<file path="config.mk">
export PLATFORM = sky130hd
export DESIGN_NAME = tristate_bus_arbiter
export DESIGN_NICKNAME = d
export VERILOG_FILES = /design/src/rtl/tristate_bus_arbiter.sv
export SDC_FILE = /design/constraint.sdc
export NUM_CORES = 1
export LEC_CHECK = 0
export ABC_AREA = 1
export BUFFER_PORTS_ARGS = -buffer_cell sky130_fd_sc_hd__buf_2
export CORE_MARGIN = 4
export CORE_UTILIZATION = 57
export CTS_BUF_LIST = sky130_fd_sc_hd__clkbuf_2 sky130_fd_sc_hd__clkbuf_4 sky130_fd_sc_hd__clkbuf_8
export DETAILED_ROUTE_END_ITERATION = 6
export HOLD_SLACK_MARGIN = 0.03
export PLACE_DENSITY = 0.77
export SYNTH_ARGS = -nofsm -noshare
export SYNTH_HDL_FRONTEND = slang
export SYNTH_SLANG_ARGS = --single-unit
</file>
<file path="constraint.sdc">
create_clock -name clk -period 2.1 [get_ports clk]
set_clock_uncertainty 0.1 [all_clocks]
set_input_delay 0.105 -clock clk [delete_from_list [all_inputs] [get_ports clk]]
set_output_delay 0.105 -clock clk [all_outputs]
set_load 0.01 [all_outputs]
</file>
<file path="src/rtl/tristate_bus_arbiter.sv">
// Round-robin arbiter for one shared tristate bus. It produces registered
// one-hot-or-zero driver enables, limits how long one owner may hold the bus,
// and forces an idle gap after each release so that two drivers never overlap.
module tristate_bus_arbiter #(
  parameter int N_REQ      = 4,
  parameter int MAX_HOLD   = 8,
  parameter int TURNAROUND = 1
) (
  input  logic                     clk,
  input  logic                     rst_n,
  input  logic [N_REQ-1:0]         req,
  output logic [N_REQ-1:0]         en,
  output logic [$clog2(N_REQ)-1:0] grant_id,
  output logic                     busy
);

  localparam int IDW = $clog2(N_REQ);

  typedef enum logic [1:0] {
    IDLE  = 2'd0,
    GRANT = 2'd1,
    TURN  = 2'd2
  } state_t;

  state_t           state_q, state_d;
  logic [N_REQ-1:0] en_q, en_d;
  logic [IDW-1:0]   grant_id_q, grant_id_d;
  logic             busy_q, busy_d;
  logic [IDW-1:0]   rr_ptr_q, rr_ptr_d;
  logic [7:0]       hold_cnt_q, hold_cnt_d;
  logic [3:0]       turn_cnt_q, turn_cnt_d;

  logic [IDW-1:0]   pick;
  logic [IDW-1:0]   cand;
  logic [IDW-1:0]   next_ptr;

  // Round-robin search: first set req bit at or after rr_ptr, with wrap.
  // Offsets are scanned from highest to lowest so the nearest one wins.
  always_comb begin
    pick = rr_ptr_q;
    cand = '0;
    for (int unsigned off = N_REQ; off > 0; off--) begin
      cand = IDW'((32'(rr_ptr_q) + off - 1) % N_REQ);
      if (req[cand]) begin
        pick = cand;
      end
    end
  end

  // Pointer moves past the releasing owner so it drops to lowest priority.
  always_comb begin
    if (grant_id_q == IDW'(N_REQ - 1)) begin
      next_ptr = '0;
    end else begin
      next_ptr = grant_id_q + IDW'(1);
    end
  end

  // Next-state and registered output computation for IDLE/GRANT/TURN.
  always_comb begin
    state_d    = state_q;
    en_d       = en_q;
    grant_id_d = grant_id_q;
    rr_ptr_d   = rr_ptr_q;
    hold_cnt_d = hold_cnt_q;
    turn_cnt_d = turn_cnt_q;
    case (state_q)
      IDLE: begin
        en_d = '0;
        if (|req) begin
          en_d[pick] = 1'b1;
          grant_id_d = pick;
          hold_cnt_d = 8'd1;
          state_d    = GRANT;
        end
      end
      GRANT: begin
        if (!req[grant_id_q] || (hold_cnt_q == 8'(MAX_HOLD))) begin
          en_d       = '0;
          rr_ptr_d   = next_ptr;
          turn_cnt_d = 4'd1;
          state_d    = TURN;
        end else begin
          hold_cnt_d = hold_cnt_q + 8'd1;
        end
      end
      TURN: begin
        en_d = '0;
        if (turn_cnt_q == 4'(TURNAROUND)) begin
          state_d = IDLE;
        end else begin
          turn_cnt_d = turn_cnt_q + 4'd1;
        end
      end
      default: begin
        en_d    = '0;
        state_d = IDLE;
      end
    endcase
    busy_d = |en_d;
  end

  // State and output registers with asynchronous active-low clear.
  always_ff @(posedge clk or negedge rst_n) begin
    if (!rst_n) begin
      state_q    <= IDLE;
      en_q       <= '0;
      grant_id_q <= '0;
      busy_q     <= 1'b0;
      rr_ptr_q   <= '0;
      hold_cnt_q <= '0;
      turn_cnt_q <= '0;
    end else begin
      state_q    <= state_d;
      en_q       <= en_d;
      grant_id_q <= grant_id_d;
      busy_q     <= busy_d;
      rr_ptr_q   <= rr_ptr_d;
      hold_cnt_q <= hold_cnt_d;
      turn_cnt_q <= turn_cnt_d;
    end
  end

  assign en       = en_q;
  assign grant_id = grant_id_q;
  assign busy     = busy_q;

endmodule

</file>
==> flow_metrics.tcl <==
set metrics [dict create \
    status "completed" \
    hp-class "in2reg" \
    seq_area_sq_um 575.6 \
    clockBufferDepth 2 \
    insertedDiodeCount 0 \
    design_area_sq_um 1530 \
    synth_top_family_by_area "simple AND/OR/NAND/NOR gates" \
    clock.fmax_mhz 552.9 \
    drc 0 \
    coreArea_sq_um 2276 \
    final_nets 218 \
    antenna_found_initial 0 \
    final_common_cell "nand2_1" \
    initial_core_util_pct 62.07 \
    post-cts-setup-buffer-count 0 \
    path_class "reg2reg" \
    layout_worst_path_cycle_share_pct 86.13 \
    multi_input_area_sq_um 705.7 \
    via_count 1222 \
    synth_compound_area_share_pct 8.592 \
    via_per_inst 5.222 \
    syn_avg_cell_area_sq_um 7.435 \
    setup_tns_ns 0 \
    drv_slew 0 \
    routed_wl_mm 2.762 \
    ir_drop_v 0.0008095 \
    required_ns 2.22 \
    critPathArrivalTime_ns 1.93 \
    maxCapViolCount 0 \
    cts_root_buffer "clkbuf_4" \
    synthToLayoutAreaGrowth_pct 8.326 \
    htreeDepth 1 \
    worstPathMaxFanout 11 \
    p_per_area_nw_per_um2 1314 \
    grt_setup_unrepaired "false" \
    io_pins 13 \
    ys_ff_latch 23 \
    placed_area_sq_um 1493 \
    num-fill-cells 199 \
    drtIter0Drc 46 \
    post_drt_wl_per_cell_um 11.80 \
    setup_violations 0 \
    clk_pin_slew_worst_paths_ns 0.13 \
    grt_start_max_net_pins 24 \
    fp.dieW_um 57.78 \
    synth_simple_gate_area_share_pct 32.60 \
    layout-drive-gt1-share_pct 17.48 \
    cts_tree "done" \
    worstSetupStartpointType "flip-flop" \
    synth-xor-area-share_pct 4.340 \
    synthMuxAreaShare_pct 0 \
    numCtsBuffers 3 \
    grt_overflow 0 \
    synth_fa_ha_area_share_pct 4.429 \
    ant_nets 0 \
    synth_cell_types 21 \
    syn_area_sq_um 1413 \
    grt_pass1_wl_mm 4.954 \
    die-area_sq_um 3339 \
    hpwlAfterDp_mm 2.123 \
    clock_latency_ns 0.31 \
    synth_fp_nets 201 \
    final.min_clock_period_ns 1.809 \
    seq_area_frac_synth_pct 40.74 \
    dp.cells 229 \
    syn_inst 190 \
    row_count 17 \
    tightest_slew_ns 0.5260 \
    first_pass_iters 4 \
    gr-usage-all-layers_pct 18.68 \
    io_buffers 12 \
    place_congestion 0.9299 \
    cts_sinks 23 \
    hold_violations 0 \
    die_h_um 57.78 \
    grt_pass1_vias 1168 \
    fin_cells 234 \
    ys_warn_count 0 \
    slew_headroom_pct 64.94 \
    mostFrequentLayoutCells "53 x nand2_1, 27 x inv_1, 23 x dfrtp_1, 14 x nor2_1, 12 x buf_2" \
    p_leak_nw 0.7934 \
    crit_path_end_kind "flip-flop" \
]
[registers in the layout, indices dropped and copies added (netlist names)]
register and cells:
busy 1, en 4, grant_id 2, hold_cnt_q 8
rr_ptr_q 2, state_q 2, turn_cnt_q 4
[metrics by stage]
stage | setup slack [ns] | power [W] | util, % | hold WS (ns)
5_1_grt | 0.08651 | 0.002218 | 67.23 | 0.2224
3_5_place_dp | 0.2191 | 0.001817 | 65.59 | 0.01021
2_1_floorplan | 0.5724 | 0.001581 | - | -0.2906
6_report | 0.2913 | 0.002010 | 67.23 | 0.1691
4_1_cts | 0.2055 | 0.002026 | 67.23 | 0.1624
3_3_place_gp | 0.3116 | 0.001755 | 65.59 | 0.009079
[report_power, final]
| part | internal, W | total (W) | switching (W) |
|---|---|---|---|
| clock network | 0.0000712 | 0.000202 | 0.000131 |
| registers | 0.000566 | 0.000694 | 0.000128 |
| logic | 0.000370 | 0.00111 | 0.000745 |
| total | 0.00101 | 0.00201 | 0.00100 |
[area by class of cell]
class | count | share of cell area (%)
multi-input combinational | 136 | 46.12
inverter | 29 | 7.114
clock buffer | 3 | 1.472
clock inverter | 1 | 0.3271
sequential | 23 | 37.61
timing repair buffer | 14 | 5.069
tap | 28 | 2.289
[logic make-up after synthesis]
| logic type | Yosys count |
|---|---|
| buf+inv | 31 |
| simple gates | 102 |
| xor+xnor | 7 |
| compound gates | 22 |
| flops | 23 |
| fa+ha+maj | 5 |
[metal layers]
layer	up-vias	global-route usage, %	part of all wire (%)
met1	553	23.54	47
met3	9	4.009	4.1
met4	0	8.940	2.7
met2	27	30.32	47
met5	-	0	0
li1	633	-	-
[synthesized netlist by cell type]
| library cell | count | share of area [%] |
|---|---|---|
| a21oi_1 | 5 | 1.8 |
| a31oi_1 | 1 | 0.44 |
| buf_6 | 2 | 1.6 |
| dfrtp_1 | 23 | 41 |
| ha_1 | 5 | 4.4 |
| inv_1 | 28 | 7.4 |
| inv_2 | 1 | 0.27 |
| nand2_1 | 53 | 14 |
| nand2_2 | 10 | 4.4 |
| nand3_1 | 10 | 3.5 |
| nand3_2 | 1 | 0.71 |
| nand4_1 | 6 | 2.7 |
| nor2_1 | 14 | 3.7 |
| nor2_2 | 4 | 1.8 |
| nor3_1 | 1 | 0.35 |
| nor4_1 | 3 | 1.3 |
| o21ai_0 | 8 | 2.8 |
| o21ai_1 | 5 | 1.8 |
| o21ai_2 | 2 | 1.2 |
| o31ai_1 | 1 | 0.53 |
| xor2_1 | 7 | 4.3 |
[path summary, 6_finish.rpt]
check / slack (ns) / end / start / cells after the start
min reg2reg: 0.43 / en[0] / en[0] / 2
max: 0.29 / busy / rr_ptr_q[0] / 14
min: 0.17 / grant_id[0] / req[1] / 5
max in group asynchronous: 1.36 / hold_cnt_q[7] / rst_n / 2
max reg2reg: 0.29 / busy / rr_ptr_q[0] / 14
min in group asynchronous: 0.18 / grant_id[0] / rst_n / 2
[repair_timing]
| action | in CTS | in global routing |
|---|---|---|
| gates resized for setup | 0 | 1 |
| hold endpoints to repair | 23 | 0 |
| hold buffers | 1 | 0 |
| endpoints found under the setup margin | 0 | 1 |
[worst max-delay path, cell delays in order (launching register included)]
cell     delay (ns)
dfrtp_1        0.53
inv_2          0.17
nand2_1        0.08
nand2_2        0.08
nand2_1        0.07
nand2_2        0.08
inv_1          0.05
nand2_2        0.08
nand2_2        0.05
nand2_2        0.07
nand2_2        0.07
nand3_1        0.10
nand2_2        0.07
nor2_2         0.07
nand2_1        0.05
Power figures use the tool's default switching activity.
